[config.mk]
export PLATFORM = sky130hd
export DESIGN_NAME = lfsr_seq_ctrl
export DESIGN_NICKNAME = d
export VERILOG_FILES = /design/src/rtl/lfsr_seq_ctrl.sv
export SDC_FILE = /design/constraint.sdc
export NUM_CORES = 1
export LEC_CHECK = 0
export CAP_MARGIN = 10
export CORE_MARGIN = 10
export CORE_UTILIZATION = 45
export DETAILED_ROUTE_END_ITERATION = 8
export GPL_TIMING_DRIVEN = 0
export HOLD_SLACK_MARGIN = 0.02
export PLACE_DENSITY_LB_ADDON = 0.25
export SLEW_MARGIN = 20
export SYNTH_ARGS = -nofsm -noshare
export SYNTH_HDL_FRONTEND = slang
export SYNTH_SLANG_ARGS = --single-unit
[constraint.sdc]
create_clock -name clk -period 4.75 [get_ports clk]
set_input_delay 1.1875 -clock clk [delete_from_list [all_inputs] [get_ports clk]]
set_output_delay 1.1875 -clock clk [all_outputs]
set_load 0.01 [all_outputs]
[src/rtl/lfsr_seq_ctrl.sv]
// Sequencer/arbiter for an external LFSR: round-robin service of two requesters,
// STEPS advances per delivered word, seed ownership and all-zero lockup recovery.
module lfsr_seq_ctrl #(
    parameter int unsigned      WIDTH = 8,
    parameter int unsigned      STEPS = 4,
    parameter logic [WIDTH-1:0] SEED  = WIDTH'(8'hA5)
) (
    input  logic             clk,
    input  logic             reset,
    input  logic [1:0]       req,
    output logic [1:0]       gnt,
    output logic [WIDTH-1:0] rdata,
    output logic             rvalid,
    input  logic             seed_wr,
    input  logic [WIDTH-1:0] seed_in,
    output logic             lfsr_load,
    output logic [WIDTH-1:0] lfsr_seed,
    output logic             lfsr_en,
    input  logic [WIDTH-1:0] lfsr_q,
    output logic             busy,
    output logic [7:0]       lockup_cnt
);

    localparam int unsigned CNT_W  = (STEPS > 1) ? $clog2(STEPS) : 1;
    localparam int unsigned LOCK_W = 8;

    typedef enum logic [2:0] {
        S_INIT,
        S_IDLE,
        S_RESEED,
        S_STEP,
        S_CHECK,
        S_RELOAD,
        S_DONE
    } state_e;

    state_e             state_q, state_d;
    logic [1:0]         gnt_q, gnt_d;
    logic [WIDTH-1:0]   rdata_q, rdata_d;
    logic               rvalid_q, rvalid_d;
    logic [LOCK_W-1:0]  lockup_q, lockup_d;
    logic [WIDTH-1:0]   seed_q, seed_d;
    logic               rr_last_q, rr_last_d;
    logic               pend_q, pend_d;
    logic [WIDTH-1:0]   pend_val_q, pend_val_d;
    logic [CNT_W-1:0]   step_cnt_q, step_cnt_d;
    logic               win_idx;

    // An all-zero seed would lock the LFSR, so it is replaced by SEED
    function automatic logic [WIDTH-1:0] fix_seed(input logic [WIDTH-1:0] v);
        return (v == '0) ? SEED : v;
    endfunction

    always_ff @(posedge clk or negedge reset) begin
        if (!reset) begin
            state_q    <= S_INIT;
            gnt_q      <= 2'b00;
            rdata_q    <= '0;
            rvalid_q   <= 1'b0;
            lockup_q   <= '0;
            seed_q     <= SEED;
            rr_last_q  <= 1'b1;
            pend_q     <= 1'b0;
            pend_val_q <= '0;
            step_cnt_q <= '0;
        end else begin
            state_q    <= state_d;
            gnt_q      <= gnt_d;
            rdata_q    <= rdata_d;
            rvalid_q   <= rvalid_d;
            lockup_q   <= lockup_d;
            seed_q     <= seed_d;
            rr_last_q  <= rr_last_d;
            pend_q     <= pend_d;
            pend_val_q <= pend_val_d;
            step_cnt_q <= step_cnt_d;
        end
    end

    always_comb begin
        state_d    = state_q;
        gnt_d      = gnt_q;
        rdata_d    = rdata_q;
        rvalid_d   = 1'b0;
        lockup_d   = lockup_q;
        seed_d     = seed_q;
        rr_last_d  = rr_last_q;
        pend_d     = pend_q;
        pend_val_d = pend_val_q;
        step_cnt_d = step_cnt_q;
        win_idx    = (req == 2'b11) ? ~rr_last_q : req[1];

        // Seed writes that arrive while busy are parked until the next IDLE
        if (seed_wr && (state_q != S_IDLE)) begin
            pend_d     = 1'b1;
            pend_val_d = seed_in;
        end

        case (state_q)
            S_INIT, S_RESEED: state_d = S_IDLE;
            S_IDLE: begin
                if (seed_wr) begin
                    seed_d  = fix_seed(seed_in);
                    pend_d  = 1'b0;
                    state_d = S_RESEED;
                end else if (pend_q) begin
                    seed_d  = fix_seed(pend_val_q);
                    pend_d  = 1'b0;
                    state_d = S_RESEED;
                end else if (req != 2'b00) begin
                    gnt_d      = win_idx ? 2'b10 : 2'b01;
                    step_cnt_d = '0;
                    state_d    = S_STEP;
                end
            end
            S_STEP: begin
                if (step_cnt_q == CNT_W'(STEPS - 1)) begin
                    state_d = S_CHECK;
                end else begin
                    step_cnt_d = step_cnt_q + CNT_W'(1);
                end
            end
            S_CHECK: begin
                if (lfsr_q == '0) begin
                    if (lockup_q != {LOCK_W{1'b1}}) begin
                        lockup_d = lockup_q + LOCK_W'(1);
                    end
                    state_d = S_RELOAD;
                end else begin
                    rdata_d  = lfsr_q;
                    rvalid_d = 1'b1;
                    state_d  = S_DONE;
                end
            end
            S_RELOAD: begin
                step_cnt_d = '0;
                state_d    = S_STEP;
            end
            S_DONE: begin
                gnt_d     = 2'b00;
                rr_last_d = gnt_q[1];
                state_d   = S_IDLE;
            end
            default: state_d = S_INIT;
        endcase
    end

    assign lfsr_load  = (state_q == S_INIT) || (state_q == S_RESEED) || (state_q == S_RELOAD);
    assign lfsr_en    = (state_q == S_STEP);
    assign lfsr_seed  = seed_q;
    assign busy       = (state_q != S_IDLE);
    assign gnt        = gnt_q;
    assign rdata      = rdata_q;
    assign rvalid     = rvalid_q;
    assign lockup_cnt = lockup_q;

endmodule
Word-level counts from Yosys, hierarchy flattened:

Cells that the tools add are included.

* bits in registers: 42
* logic and storage cells: 75
* output and inout bits: 30
* input port bits: 21

* reductions and logical operators: 18
* add/subtract/negate cells: 2
* muxes and demuxes: 27
* bitwise gates (word level): 2
* equal/unequal tests: 16

Operators with widths (number)
* 8-bit two-way mux: 4
* 8-bit logical NOT: 3
* 2-bit two-way mux: 9
* 3-bit case mux with 5 select lines: 1
* 3-bit two-way mux: 4
* 3-bit == test, second input constant: 3
* 8-bit by 1-bit adder with 8-bit output, second input constant: 1
* 2-bit inequality test, second input constant: 4
* 8-bit inequality test, second input constant: 1
* 1-bit two-way mux: 7
* 3-bit by 2-bit == test with 1-bit output, second input constant: 2
* 2-bit case mux with 3 select lines: 1
* 2-bit AND reduction: 3
* 2-bit nonzero test: 3
* 5-bit AND reduction: 1
* 2-bit == test, second input constant: 2
* 4-bit inequality test, second input constant: 1
* 2-bit case mux with 2 select lines: 1
* 4-bit AND reduction: 1
* 3-bit by 1-bit == test with 1-bit output, second input constant: 1
* 3-bit logical NOT: 1
* 3-bit by 1-bit inequality test with 1-bit output, second input constant: 1
* 3-bit AND reduction: 1
* 3-bit nonzero test: 1
* other kinds (6): 8

Logic depth before layout (Yosys ltp):

Gate-level depths: netlist of the first run.

* word-level depth: 7
* gate-level depth with buffers: 6
* gate-level depth less buffers: 5

Least setup slack after synthesis of the first run:

No wires, ideal clock.

* path type: input port to flip-flop
* start: input port lfsr_q[5]
* end: register lockup_q[1] (netlist: lockup_cnt[1])
* stages on the path: 5
* path slack: 2.351 ns
* data arrival time: 2.271 ns
* setup time: 0.127 ns
* path through: nor4_2 -> and3_1 -> buf_6 -> and2b_1 -> mux2_1

* longest elaborated chain between the ends: 2

Ends and longest elaborated chain
* start: declaration: RTL line 19 `input logic [WIDTH-1:0] lfsr_q,`
* 8-bit logical NOT: RTL line 124 `if (lfsr_q == '0) begin`
* 3-bit AND reduction (no line)
* end signal: assignment: RTL line 71 `lockup_q <= lockup_d;`
* end: declaration: RTL line 41 `logic [LOCK_W-1:0] lockup_q, lockup_d;`

No other way between the ends.
A chain may end at the register's enable or synchronous reset.

Worst setup path after layout of the first run:

* start: register state_q[2]
* end: output port lfsr_en

* longest elaborated chain between the ends: 1

Ends and longest elaborated chain
* start: declaration: RTL line 37 `state_e state_q, state_d;`
* start signal: assignment: RTL line 67 `state_q <= state_d;`
* 3-bit by 2-bit == test with 1-bit output: RTL line 149 `assign lfsr_en = (state_q == S_STEP);`
* end: declaration: RTL line 18 `output logic lfsr_en,`

No other way between the ends.

==> results.md, run 1 <==
* Via/cell ratio at 5.29
* TritonCTS sink count at 42
* Area leader, netlist: dfrtp_1
* R2R Path End: rdata[4]$_DFFE_PN0P_
* Combinational Power Share at 38.9%
* Max cap viols at 0
* Number of diodes at 0
* CTS clk-pin slew, worst paths at 0.08 ns
* # rows at 24
* Post-synth ARST share at 100%
* First-pass GRT wire length at 7.32 mm
* Crit path capture type: output pin
* Fmax at 341 MHz
* Vias in the first global route at 1549
* Grt ovf at 0
* Layout cells sized above 1 at 22.1%
* End of the critical path: lfsr_en
* RSZ-0062 raised after global routing: false
* Setup_tns at 0 ns
* Non-Filler Instances at 283
* Die footprint at 7580 µm²
* Worst hold path type: flip-flop to flip-flop
* Antenna violations before repair at 0
* Slew margin rel. at 65.8%
* Worst Path Required at 3.56 ns
* Postcts setup bufs at 0
* Worst setup path start: state_q[2]$_DFFE_PN0P_
* Total Routing Usage GR at 11.8%
* Total chip power at 1330 µW
* Hold_buf cts at 0
* Synth top area cells: dfrtp_1 (46%), mux2_2 (11%), dfstp_2 (6.5%)
* Clock power share at 19.7%
* Layout Utilization at 62.3%
* Gate Count Post-Synth at 172
* Initial DRC count at 44
* Crit share post-route at 61.7%
* Placer Congestion at 0.790
* Switching Fraction at 31.7%
* Nets at 253
* Antenna viol nets, final at 0
* CTS tree: yes
* M3 GR Usage at 5.43%
* P&R area growth vs syn at 34.1%
* Cell-internal power at 910 µW
* Synth cell types at 47
* Final setup skew at 0.00645 ns
* Fillers at 374
* Largest net degree at the start of global routing at 28
* IO Pins at 51
* PD cells at 491 nW/µm²
* Net Sw Power at 422 µW
* Horiz. Die Dim at 87.1 µm
* Placed insts at 275
* PostCTS Resize Cnt at 0
* Leak Pwr at 0.00121 µW
* Drt pass-1 iters at 4
* WP data arrival at 1.74 ns
* Max rail drop VDD at 0.000207 V
* Number of enable flip-flop cells after synthesis at 0
* Net Count, Synth at 195
* Initial Utilization at 46.5%
* Worst-Margin Slew at 0.512 ns
* Post-synthesis register bit count at 42
* Port Buf Inserts at 50
* Yosys warnings at 0
* Count leader, synth: dfrtp_1
* WHS at 0.467 ns
* Sequential fraction of the synthesis area at 52.3%
* Root buf cell: clkbuf_8
* Setup CP Type: flip-flop to output pin
* Endpoints failing setup at 0
* GR peak layer: met2
* GR Layer Usage met1 at 13.6%
* Synth top cells by count: dfrtp_1 (37), mux2_2 (19), nand2_1 (13)
* Status: completed
* Top cell type's share of synthesized area at 45.8%
* Reg-to-reg critical path startpoint: state_q[0]$_DFFE_PN0P_
* Mean Syn Cell Area at 11.8 µm²
* Tmin final at 2.93 ns
* Via count at 1497
* # DRC at 0
* TritonCTS buffer count at 5
* Mapped cell area at 2020 µm²
* Detailed placement HPWL at 3.35 mm
* Longest Clk Path Bufs at 2
* Later-pin clock latency in the skew report at 0.28 ns
* Die Y-Extent at 87.1 µm
* Drt wl/cell at 15.5 µm
* Prevailing post-synth register cell: dfrtp_1
* Sequential fraction of design power at 41.5%
* Routed WL at 4.40 mm
* H-Tree Depth at 2
* Core Footprint at 4350 µm²
* Crit Path Max Fanout at 9
* R2r setup slk at 3.05 ns
* Worst r2r path cells at 5
* Max-slew violations at 0
* Hold Vio Cnt, Final at 0
* Met2 usage at 19.8%
* CP Launch Type: flip-flop
## cells by family (layout without fill, tap and decap cells)
| family | Yosys count | in the layout | share of synthesized area [%] |
|---|---|---|---|
| adders and majority gates | 2 | 2 | 1.24 |
| buffers and inverters | 9 | 68 | 3.03 |
| AOI/OAI and AO/OA | 30 | 30 | 9.28 |
| xor gates and xnor gates | 2 | 2 | 0.866 |
| DFF | 42 | 42 | 52.3 |
| and+or+nand+nor | 60 | 60 | 18.2 |
| muxes | 27 | 27 | 15.1 |
## flip-flops by register name, indices dropped and copies added, names as in the netlist, 2 cells and up
register and count:
rdata 8, lockup_cnt 8, lfsr_seed 8, gnt 2
state_q 3, pend_val_q 8, step_cnt_q 2
## layout by cell type (no fill, tap or decap), types with 3 or more instances in the layout
master and n:
o22ai_1 3, mux2i_1 5, mux2_2 19, nor4_1 4
dfstp_2 5, nand2_1 13, clkbuf_8 8, a21o_1 3
or4_1 3, and3_1 5, nor2_1 12, o21ai_0 8
buf_6 3, dfrtp_1 37, a21oi_1 5, clkdlybuf4s50_1 49
## through the flow
step                      cell area, µm²  setup WS (ns)
after global routing                2710           1.74
after global placement              2590           1.39
after floorplan                     2020           2.35
final                               2710           1.82
after detailed placement            2600           1.76
after CTS                           2710           1.80
## worst min path at each step
stage	start	endpoint	cells past startpoint
floorplan	lfsr_seed[5]$_DFFE_PN1P_	lfsr_seed[5]$_DFFE_PN1P_	2
global placement	lfsr_seed[5]$_DFFE_PN1P_	lfsr_seed[5]$_DFFE_PN1P_	2
detailed placement	lfsr_seed[5]$_DFFE_PN1P_	lfsr_seed[5]$_DFFE_PN1P_	2
CTS	lfsr_seed[5]$_DFFE_PN1P_	lfsr_seed[5]$_DFFE_PN1P_	2
global route	lfsr_seed[4]$_DFFE_PN0P_	lfsr_seed[4]$_DFFE_PN0P_	2
finish	lfsr_seed[5]$_DFFE_PN1P_	lfsr_seed[5]$_DFFE_PN1P_	2
## metal layers
metal / up-vias / share of wire (%)
met4: 0 / 0.32
li1: 746 / -
met1: 722 / 44
met5: - / 0
met2: 27 / 49
met3: 2 / 7.0
## worst max-delay path: stages (launching register included)
cell and delay, ns:
dfrtp_1 0.38, buf_6 0.14, nor2b_1 0.21, and2_1 0.18, clkdlybuf4s50_1 0.55
## power by group through the flow
stage / Combinational, µW / Clock [µW] / Sequential (µW)
after floorplan: 278 / 0 / 571
after global placement: 511 / 0 / 556
after detailed placement: 524 / 0 / 561
after CTS: 527 / 269 / 553
after global routing: 568 / 285 / 570
final: 518 / 262 / 552
## final cells by class
cell class | count | area (µm²) | area share (%)
tap | 52 | 65.1 | 2.40
timing repair buffer | 51 | 515 | 19.0
clock buffer | 8 | 110 | 4.06
sequential | 42 | 1060 | 39.0
inverter | 2 | 7.51 | 0.277
multi-input combinational | 121 | 905 | 33.3
buffer | 7 | 53.8 | 1.98
Note: power is estimated with default switching activity, not from simulation.
==> run 2: changes to the inputs <==
--- a/config.mk
+++ b/config.mk
@@ -7,7 +7,7 @@
 export LEC_CHECK = 0
 export CAP_MARGIN = 10
 export CORE_MARGIN = 10
-export CORE_UTILIZATION = 45
+export CORE_UTILIZATION = 44
 export DETAILED_ROUTE_END_ITERATION = 8
 export GPL_TIMING_DRIVEN = 0
 export HOLD_SLACK_MARGIN = 0.02
==> constraint.sdc (replaced) <==
create_clock -name clk -period 2.5 [get_ports clk]
set_input_delay 0.625 -clock clk [delete_from_list [all_inputs] [get_ports clk]]
set_output_delay 0.625 -clock clk [all_outputs]
set_load 0.01 [all_outputs]
==> results.md, run 2 (synthesized netlist as in run 1, its figures left out) <==
* Total Routing Usage GR at 12.8% (+0.95 points)
* H-Tree Depth at 2 (unchanged)
* Final worst slack at 0.127 ns (-1.69 ns)
* TritonCTS buffer count at 5 (unchanged)
* Buf/Inv on CP at 2 (unchanged)
* Die Y-Extent at 87.8 µm (+0.87%)
* Setup CP Type: flip-flop to output pin
* Die footprint at 7710 µm² (+1.8%)
* Largest net degree at the start of global routing at 27 (-3.6%)
* Vias in the first global route at 1598 (+3.2%)
* Fmax at 421 MHz
* CTS tree: yes
* Later-pin clock latency in the skew report at 0.29 ns (about the same)
* Antenna violations before repair at 0 (unchanged)
* Nets at 253 (unchanged)
* Grt ovf at 0 (unchanged)
* CTS clk-pin slew, worst paths at 0.08 ns (about the same)
* Number of diodes at 0 (unchanged)
* Routed WL at 4.49 mm (+2.0%)
* Max-slew violations at 0 (unchanged)
* Drt wl/cell at 15.9 µm (+2.0%)
* Crit path capture type: output pin
* Initial Utilization at 45.8% (-0.63 points)
* Leak Pwr at 0.00120 µW (-0.99%)
* Core Footprint at 4410 µm² (+1.4%)
* Port Buf Inserts at 50 (unchanged)
* Fillers at 396 (+5.9%)
* Sequential fraction of design power at 42.6% (+1.1 points)
* Most common cell after layout, fill and taps aside: clkdlybuf4s50_1
* Longest Clk Path Bufs at 2 (unchanged)
* First-pass GRT wire length at 7.89 mm (+7.8%)
* Cell-internal power at 1680 µW (+84%)
* Combinational Power Share at 39.7% (+0.8 points)
* Root buf cell: clkbuf_8
* Crit Path Max Fanout at 9 (unchanged)
* Slew margin rel. at 65.7% (-0.13 points)
* Hold_buf cts at 0 (unchanged)
* Most frequent cells in the layout: clkdlybuf4s50_1 (49), dfrtp_1 (37), mux2_2 (19)
* Drt pass-1 iters at 4 (unchanged)
* Total chip power at 2480 µW (+86%)
* Placer Congestion at 0.813 (+2.9%)
* PD cells at 919 nW/µm² (+87%)
* P&R area growth vs syn at 33.1%
* Horiz. Die Dim at 87.8 µm (+0.87%)
* Worst Path Required at 1.88 ns (-1.68 ns)
* TritonCTS sink count at 42 (unchanged)
* Initial DRC count at 94 (+110%)
* Net Sw Power at 801 µW (+90%)
* Crit-path leading delay family: buffers and inverters
* # DRC at 0 (unchanged)
* Max cap viols at 0 (unchanged)
* Tmin final at 2.37 ns
* Detailed placement HPWL at 3.49 mm (+4.3%)
* Layout cells sized above 1 at 21.2% (-0.87 points)
* Clock power share at 17.8% (-1.9 points)
* R2r setup slk at 0.76 ns (-2.29 ns)
* Via count at 1537 (+2.7%)
* Cell Area, Placed at 2600 µm² (unchanged)
* Status: completed
* Endpoints failing setup at 0 (unchanged)
* Final setup skew at 0.00997 ns (+0.00351 ns)
* PostCTS Resize Cnt at 0 (unchanged)
* Design area at 2690 µm² (-0.74%)
* Worst-Margin Slew at 0.514 ns (+0.00198 ns)
* IO Pins at 51 (unchanged)
* Cell breakdown of the critical path: buf_6, nor2b_1, and2_1, clkdlybuf4s50_1
* Slowest-stage cell, CP: clkdlybuf4s50_1
* Layout Utilization at 61.0% (-1.3 points)
* Hold Vio Cnt, Final at 0 (unchanged)
* # rows at 24 (unchanged)
* Crit share post-route at 94.9%
* RSZ-0062 raised after global routing: false
* WP data arrival at 1.75 ns (about the same)
* Setup WS pre-CTS at 0.0686 ns (-1.70 ns)
* Worst hold path type: primary input to asynchronous set/reset pin
* Antenna viol nets, final at 0 (unchanged)
* Switching Fraction at 32.3% (+0.65 points)
* Via/cell ratio at 5.43 (+2.7%)
* Max rail drop VDD at 0.000472 V (+130%)
* Postcts setup bufs at 0 (unchanged)
* Delay of the slowest critical-path stage at 0.55 ns (about the same)
* CP Launch Type: flip-flop
-- run 2: cell counts in the layout (fill, tap and decap cells not counted) --
No cell type changed its count.
-- run 2: cell type report --
| class | instances | area [µm²] | area share [%] |
|---|---|---|---|
| Sequential cell | 42 | 1060 | 39.2 |
| Buffer | 7 | 53.8 | 2.00 |
| Multi-Input combinational cell | 121 | 905 | 33.6 |
| Tap cell | 52 | 65.1 | 2.42 |
| Timing Repair Buffer | 51 | 515 | 19.1 |
| Clock buffer | 8 | 90.1 | 3.34 |
| Inverter | 2 | 7.51 | 0.279 |
-- run 2: final timing paths --
check / start / end / cells after the start
worst max-delay path: state_q[2]$_DFFE_PN0P_ / lfsr_en / 4
worst min-delay path: reset / lfsr_seed[6]$_DFFE_PN0P_ / 1
worst max register to register: state_q[0]$_DFFE_PN0P_ / rdata[0]$_DFFE_PN0P_ / 5
worst min register to register: lfsr_seed[5]$_DFFE_PN1P_ / lfsr_seed[5]$_DFFE_PN1P_ / 2
max in group asynchronous: reset / lfsr_seed[2]$_DFFE_PN1P_ / 2
min in group clk: lfsr_seed[5]$_DFFE_PN1P_ / lfsr_seed[5]$_DFFE_PN1P_ / 2
-- run 2: power groups by stage --
stage | logic (µW) | registers [µW] | clock network [µW]
3_5_place_dp | 999 | 1070 | 0
5_1_grt | 1090 | 1080 | 489
6_report | 983 | 1050 | 440
4_1_cts | 1000 | 1060 | 458
2_1_floorplan | 529 | 1080 | 0
3_3_place_gp | 974 | 1060 | 0
-- run 2: stage by stage --
stage,TNS (ns),instances,hold slack [ns]
after global placement,-10.81,274,0.452
after floorplan,0,172,0.329
after global routing,0,283,0.271
after detailed placement,0,275,0.458
final,0,283,0.248
after CTS,0,283,0.255
-- run 2: layer usage --
layer  track usage (%)  up-vias  share of wire [%]
met5                 0        -                  0
met2              20.0       36                 49
met1              15.7      746                 42
met4              3.91        0                1.1
met3              5.29        7                7.9
li1                  -      748                  -
-- run 2: worst register-to-register path, cell delays in order (launching register included) --
cell      delay (ns)
dfrtp_1         0.38
buf_6           0.14
nor3b_4         0.28
a21boi_1        0.27
buf_4           0.22
mux2_2          0.35
